==> config.mk <==
export PLATFORM = sky130hd
export DESIGN_NAME = keypad_digit_loader_flat
export DESIGN_NICKNAME = d
export VERILOG_FILES = /design/src/rtl/keypad_digit_loader_if.sv /design/src/rtl/keypad_digit_loader.sv /design/src/flat_wrapper.sv
export SDC_FILE = /design/constraint.sdc
export NUM_CORES = 1
export LEC_CHECK = 0
export ABC_AREA = 0
export CORE_MARGIN = 1.5
export CORE_UTILIZATION = 40
export DETAILED_ROUTE_END_ITERATION = 8
export PLACE_DENSITY = 0.65
export SYNTH_ARGS = -nofsm -noshare
export SYNTH_HDL_FRONTEND = slang
export SYNTH_SLANG_ARGS = --single-unit
==> constraint.sdc <==
create_clock -name clk -period 2.7 [get_ports clk]
set_input_delay 0.54 -clock clk [delete_from_list [all_inputs] [get_ports clk]]
set_output_delay 0.54 -clock clk [all_outputs]
set_load 0.05 [all_outputs]
==> src/rtl/keypad_digit_loader_if.sv <==
// ---------------------------------------------------------------------------
// keypad_digit_loader_if
// Bundles the encoder-facing inputs and the cook-time outputs of the keypad
// digit loader.
//   master : drives enable_, clear, bcd_in, data_valid; observes the digits
//   slave  : the loader itself (consumes the inputs, drives the outputs)
// Signals:
//   enable_     active-low block enable
//   clear       synchronous clear of the entered time
//   bcd_in      digit from the encoder
//   data_valid  encoder data_valid
//   sec_ones, sec_tens, min_ones, min_tens   BCD cook-time digits
//   digit_count digits entered since reset/clear (saturates at 4)
//   key_strobe  one-cycle pulse when a digit is accepted
//   nonzero     any digit non-zero
// ---------------------------------------------------------------------------
interface keypad_digit_loader_if;
    logic       enable_;
    logic       clear;
    logic [3:0] bcd_in;
    logic       data_valid;
    logic [3:0] sec_ones;
    logic [3:0] sec_tens;
    logic [3:0] min_ones;
    logic [3:0] min_tens;
    logic [2:0] digit_count;
    logic       key_strobe;
    logic       nonzero;

    modport master (
        output enable_, clear, bcd_in, data_valid,
        input  sec_ones, sec_tens, min_ones, min_tens,
        input  digit_count, key_strobe, nonzero
    );

    modport slave (
        input  enable_, clear, bcd_in, data_valid,
        output sec_ones, sec_tens, min_ones, min_tens,
        output digit_count, key_strobe, nonzero
    );
endinterface

==> src/rtl/keypad_digit_loader.sv <==
// ---------------------------------------------------------------------------
// keypad_digit_loader
// Debounces keypad digits coming from the BCD encoder and shifts each
// accepted digit (one per physical press) into a 4-digit MM:SS cook-time
// register, entering from the right like a calculator.
//
// Parameters:
//   DEBOUNCE_CYCLES  edges a key must be stable (press) / absent (release)
//                    before it counts; 2..15
//   CNT_W            debounce counter width, must hold DEBOUNCE_CYCLES-1
//
// Ports:
//   clk    rising-edge system clock
//   reset  synchronous active-high reset, overrides everything
//   bus    keypad_digit_loader_if.slave (encoder inputs, digit outputs)
//
// Optional feature (compile-time macro ENTRY_LOCK_EN):
//   defined   : once four digits are entered, further presses are tracked
//               but neither shift nor strobe until clear/reset
//   undefined : later digits keep shifting in, min_tens falls off the end
// ---------------------------------------------------------------------------
module keypad_digit_loader #(
    parameter int DEBOUNCE_CYCLES = 4,
    parameter int CNT_W           = 4
) (
    input  logic                  clk,
    input  logic                  reset,
    keypad_digit_loader_if.slave  bus
);

    typedef enum logic [1:0] {
        IDLE    = 2'd0,
        PRESS   = 2'd1,
        CAPTURE = 2'd2,
        RELEASE = 2'd3
    } state_t;

    // The counter never needs to hold DEBOUNCE_CYCLES itself: the final
    // qualifying edge is recognised while the counter still reads N-1.
    localparam logic [CNT_W-1:0] CNT_LAST = CNT_W'(DEBOUNCE_CYCLES - 1);

    state_t           state_reg;
    logic [CNT_W-1:0] cnt_reg;
    logic [3:0]       cand_reg;
    logic [2:0]       count_reg;
    logic             strobe_reg;

    // digits[0] = sec_ones ... digits[3] = min_tens
    logic [3:0][3:0]  digits;
    logic [3:0][3:0]  shift_src;

    logic             key_match;
    logic             press_done;
    logic             accept_ok;
    logic             load_digit;

    assign key_match  = bus.data_valid && (bus.bcd_in == cand_reg);
    assign press_done = (state_reg == PRESS) && key_match && (cnt_reg == CNT_LAST);

`ifdef ENTRY_LOCK_EN
    assign accept_ok = (count_reg != 3'd4);
`else
    assign accept_ok = 1'b1;
`endif

    // The shift happens on the edge that enters CAPTURE so the new digit is
    // visible in the same cycle as key_strobe. Clear sampled on that same
    // edge wins, so nothing is loaded.
    assign load_digit = !reset && !bus.clear && !bus.enable_ && press_done && accept_ok;

    // Each digit loads its right-hand neighbour; the rightmost loads cand.
    assign shift_src = {digits[2], digits[1], digits[0], cand_reg};

    generate
        for (genvar gi = 0; gi < 4; gi++) begin : g_digit
            logic [3:0] digit_reg;

            always_ff @(posedge clk) begin
                if (reset || bus.clear) begin
                    digit_reg <= 4'd0;
                end else if (load_digit) begin
                    digit_reg <= shift_src[gi];
                end
            end

            assign digits[gi] = digit_reg;
        end
    endgenerate

    always_ff @(posedge clk) begin
        if (reset) begin
            state_reg  <= IDLE;
            cnt_reg    <= '0;
            cand_reg   <= 4'd0;
            count_reg  <= 3'd0;
            strobe_reg <= 1'b0;
        end else if (bus.clear) begin
            // The key that may still be down must be released first.
            state_reg  <= RELEASE;
            cnt_reg    <= '0;
            count_reg  <= 3'd0;
            strobe_reg <= 1'b0;
        end else if (bus.enable_) begin
            state_reg  <= IDLE;
            cnt_reg    <= '0;
            strobe_reg <= 1'b0;
        end else begin
            strobe_reg <= 1'b0;
            case (state_reg)
                IDLE: begin
                    if (bus.data_valid && (bus.bcd_in <= 4'd9)) begin
                        state_reg <= PRESS;
                        cand_reg  <= bus.bcd_in;
                        cnt_reg   <= CNT_W'(1);
                    end
                end
                PRESS: begin
                    if (key_match) begin
                        if (cnt_reg == CNT_LAST) begin
                            state_reg  <= CAPTURE;
                            cnt_reg    <= '0;
                            strobe_reg <= accept_ok;
                            if (accept_ok && (count_reg != 3'd4)) begin
                                count_reg <= count_reg + 3'd1;
                            end
                        end else begin
                            cnt_reg <= cnt_reg + 1'b1;
                        end
                    end else begin
                        state_reg <= IDLE;
                        cnt_reg   <= '0;
                    end
                end
                CAPTURE: begin
                    state_reg <= RELEASE;
                    cnt_reg   <= '0;
                end
                RELEASE: begin
                    if (bus.data_valid) begin
                        cnt_reg <= '0;
                    end else if (cnt_reg == CNT_LAST) begin
                        state_reg <= IDLE;
                        cnt_reg   <= '0;
                    end else begin
                        cnt_reg <= cnt_reg + 1'b1;
                    end
                end
                default: begin
                    state_reg <= IDLE;
                    cnt_reg   <= '0;
                end
            endcase
        end
    end

    assign bus.sec_ones    = digits[0];
    assign bus.sec_tens    = digits[1];
    assign bus.min_ones    = digits[2];
    assign bus.min_tens    = digits[3];
    assign bus.digit_count = count_reg;
    assign bus.key_strobe  = strobe_reg;
    assign bus.nonzero     = |digits;

endmodule

==> src/flat_wrapper.sv <==
// flat-port wrapper written by rule: the top's interface ports become plain ports
module keypad_digit_loader_flat 
#(
    parameter int DEBOUNCE_CYCLES = 4,
    parameter int CNT_W           = 4
)
  (clk, reset, bus_enable_, bus_clear, bus_bcd_in, bus_data_valid, bus_sec_ones, bus_sec_tens, bus_min_ones, bus_min_tens, bus_digit_count, bus_key_strobe, bus_nonzero);
  keypad_digit_loader_if bus_i ();
  input  logic clk;
  input  logic reset;
  input wire logic [$bits(bus_i.enable_)-1:0] bus_enable_;
  input wire logic [$bits(bus_i.clear)-1:0] bus_clear;
  input wire logic [$bits(bus_i.bcd_in)-1:0] bus_bcd_in;
  input wire logic [$bits(bus_i.data_valid)-1:0] bus_data_valid;
  output wire logic [$bits(bus_i.sec_ones)-1:0] bus_sec_ones;
  output wire logic [$bits(bus_i.sec_tens)-1:0] bus_sec_tens;
  output wire logic [$bits(bus_i.min_ones)-1:0] bus_min_ones;
  output wire logic [$bits(bus_i.min_tens)-1:0] bus_min_tens;
  output wire logic [$bits(bus_i.digit_count)-1:0] bus_digit_count;
  output wire logic [$bits(bus_i.key_strobe)-1:0] bus_key_strobe;
  output wire logic [$bits(bus_i.nonzero)-1:0] bus_nonzero;
  assign bus_i.enable_ = bus_enable_;
  assign bus_i.clear = bus_clear;
  assign bus_i.bcd_in = bus_bcd_in;
  assign bus_i.data_valid = bus_data_valid;
  assign bus_sec_ones = bus_i.sec_ones;
  assign bus_sec_tens = bus_i.sec_tens;
  assign bus_min_ones = bus_i.min_ones;
  assign bus_min_tens = bus_i.min_tens;
  assign bus_digit_count = bus_i.digit_count;
  assign bus_key_strobe = bus_i.key_strobe;
  assign bus_nonzero = bus_i.nonzero;
  keypad_digit_loader #(.DEBOUNCE_CYCLES(DEBOUNCE_CYCLES), .CNT_W(CNT_W)) u_core (.clk(clk), .reset(reset), .bus(bus_i));
endmodule
==> results.ini <==
[global_routing]
grt_pass1_wl_um=5290
track_usage_pct=17.2
grt_pass1_vias=1151
grt-ovfl-total=0
grt_max_degree=21
antenna_found_initial=0

[clocking]
root_buffer=clkbuf_4
ctsResizeCount=0
cts_buffers=5
htree_levels=2
clk_latency_ns=0.33
cts_buffer_depth=2
cts_tree=built
cts_setup_buffers=0
cts_sinks=30
clk_pin_slew_worst_paths_ns=0.10
hold_buffers=0

[worst_setup_path]
critPathLaunchType=flip-flop
end_kind=primary output
slowest_delay_ns=0.72
crit_slowest_cell=clkdlybuf4s50_1
critical_path_buf_inv_count=1
crit_required_ns=2.16
critical_path.max_fanout=4
path_delay_family=buffers and inverters
crit_chain=nor4_1 -> nand4_1 -> clkdlybuf4s50_1
arrival_ns=1.86
crit_type=flip-flop to primary output

[drt]
met3WireLength_um=124
ant_nets=0
route.vias.total=1176
wl_met2_um=1480
wl_per_cell_um=13.3
drt_iter0_markers=19
viasPerCell=5.23
drtPass1Iterations=4
drc=0
wl_um=3000
dr.max_layer_used=met4
wl_met1_um=1380

[synthesis]
synth_nets=157
synth-edff-count=0
syn_area_mm2=0.00142
synthAdderAreaFrac_pct=2.65
synth_cell_types=39
synth_top_family_by_area=simple AND/OR/NAND/NOR gates
ys_async_sr_fraction_pct=0
synthXorXnorAreaFrac_pct=3.09
synthSimpleGateAreaFrac_pct=22.9
yosysWarnings=0
avgSynthCellArea_um2=9.77
synthFlopType=dfxtp_1
synth_compound_area_share_pct=10.2
seq_area_frac_synth_pct=42.4
syn_inst=145
ys_ff_latch=30
synth.area.mux_share_pct=14.8

[placed_design]
placed_area_mm2=0.00175
port_buffers=29
globalplace.congestion=0.806
placedCellCount=218
dp_hpwl_um=2210

[floorplan]
core_area_mm2=0.00336
start_util_pct=42.1
rows=21
die_area_mm2=0.00391
die_width_um=62.5
die_h_um=62.5
pin_count=30

[cells_and_area]
diodes=0
stdcell_count=225
fin_area_mm2=0.00183
fillers=331
fin_nets=191
layout-drive-gt1-share_pct=11.7
synthToLayoutAreaGrowth_pct=29.2

[sta]
clock.fmax_mhz=417
relSlewSlack_pct=66.4
worstMarginPinSlew_ns=0.503
clock_skew_ns=0.00855
min_period_ns=2.40
setup_viol=0
fin_setup_tns_ns=0
rsz0062_at_grt=no
finalHoldViolCount=0
drv_slew=0
fin_crit_sh_pct=88.8

[run]
cap_violations=0

[power_and_ir_drop]
p_per_area_mw_per_mm2=484
vdd.ir_drop.worst_v=0.000278
p_leak_uw=0.000789

[hold_path]
min_path_type=flip-flop to flip-flop

[outcome]
status=finished clean

final cells by class:
type	instances	area (um2)	share of cell area, %
Inverter	5	18.8	1.03
Sequential cell	30	601	32.8
Clock buffer	6	51.3	2.80
Tap cell	46	57.6	3.14
Multi-Input combinational cell	105	759	41.5
Clock inverter	1	30.0	1.64
Timing Repair Buffer	32	313	17.1
power by group:
group | internal, uW | switching [uW]
Clock | 215 | 154
Sequential | 446 | 7.07
Combinational | 29.3 | 34.0
Total | 691 | 195
routing by layer:
layer	GRT usage, %	vias up
met5	0	-
met4	6.94	0
met3	5.95	2
met2	28.4	25
met1	20.6	557
li1	-	592
cells in the mapped netlist (2+ instances only):
cell	n	area share [%]
or3_1	2	0.88
xnor2_1	2	1.2
a21oi_1	4	1.4
inv_1	5	1.3
nor2_1	24	6.4
ha_1	3	2.7
o21ai_0	3	1.1
clkbuf_1	2	0.53
xor2_1	3	1.9
dfxtp_1	30	42
nand4_1	2	0.88
mux2i_1	21	15
nand3b_1	2	1.1
buf_6	2	1.6
nand2_1	3	0.79
a211oi_2	2	1.8
nor3_1	5	1.8
nor4_1	5	2.2
nand3_1	5	1.8
final timing paths:
check,start,endpoint,slack (ns),cells after the start
worst min register to register,u_core.cnt_reg[1]$_SDFFE_PN0P_,u_core.cnt_reg[1]$_SDFFE_PN0P_,0.52,2
worst max register to register,u_core.cnt_reg[0]$_SDFFE_PN0P_,u_core.bus.min_tens[2]$_SDFFE_PP0P_,0.71,6
worst max-delay path,u_core.bus.min_ones[3]$_SDFFE_PP0P_,bus_nonzero,0.30,3
worst min-delay path,u_core.cnt_reg[1]$_SDFFE_PN0P_,u_core.cnt_reg[1]$_SDFFE_PN0P_,0.52,2
worst register-to-register path, stage by stage, from the launching register on:
cell     delay, ns
dfxtp_1       0.41
ha_1          0.23
nor3b_2       0.32
and2_1        0.24
nand4_4       0.35
mux2i_1       0.28
nor2_1        0.05
metrics by stage:
step | total power [uW] | hold WS (ns) | worst slack [ns] | util (%)
2_1_floorplan | 498 | 0.467 | 0.847 | -
3_3_place_gp | 524 | 0.494 | 0.406 | 52.0
3_5_place_dp | 526 | 0.511 | 0.351 | 52.0
4_1_cts | 896 | 0.525 | 0.265 | 54.4
5_1_grt | 928 | 0.568 | 0.189 | 54.4
6_report | 886 | 0.524 | 0.301 | 54.4
cells in the final DEF (no fill, tap or decap), types with 2 or more instances in the layout:
| cell | count |
|---|---|
| nand3_1 | 5 |
| clkdlybuf4s50_1 | 29 |
| a21oi_1 | 4 |
| mux2i_1 | 21 |
| nand2_1 | 3 |
| nor4_1 | 5 |
| ha_1 | 3 |
| clkbuf_4 | 5 |
| nor2_1 | 24 |
| buf_4 | 3 |
| o21ai_0 | 3 |
| xor2_1 | 3 |
| a211oi_2 | 2 |
| xnor2_1 | 2 |
| dfxtp_1 | 30 |
| or3_1 | 2 |
| inv_1 | 5 |
| nand4_1 | 2 |
| nor3_1 | 5 |
| nand3b_1 | 2 |
logic make-up (layout without fill, tap and decap cells):
logic type,Yosys count,count (layout)
xor+xnor,5,5
flops,30,30
fa+ha+maj,3,3
buf+inv,10,44
mux,21,21
compound gates,19,19
simple gates,57,57
No activity file was read; power rests on OpenSTA's default activity.
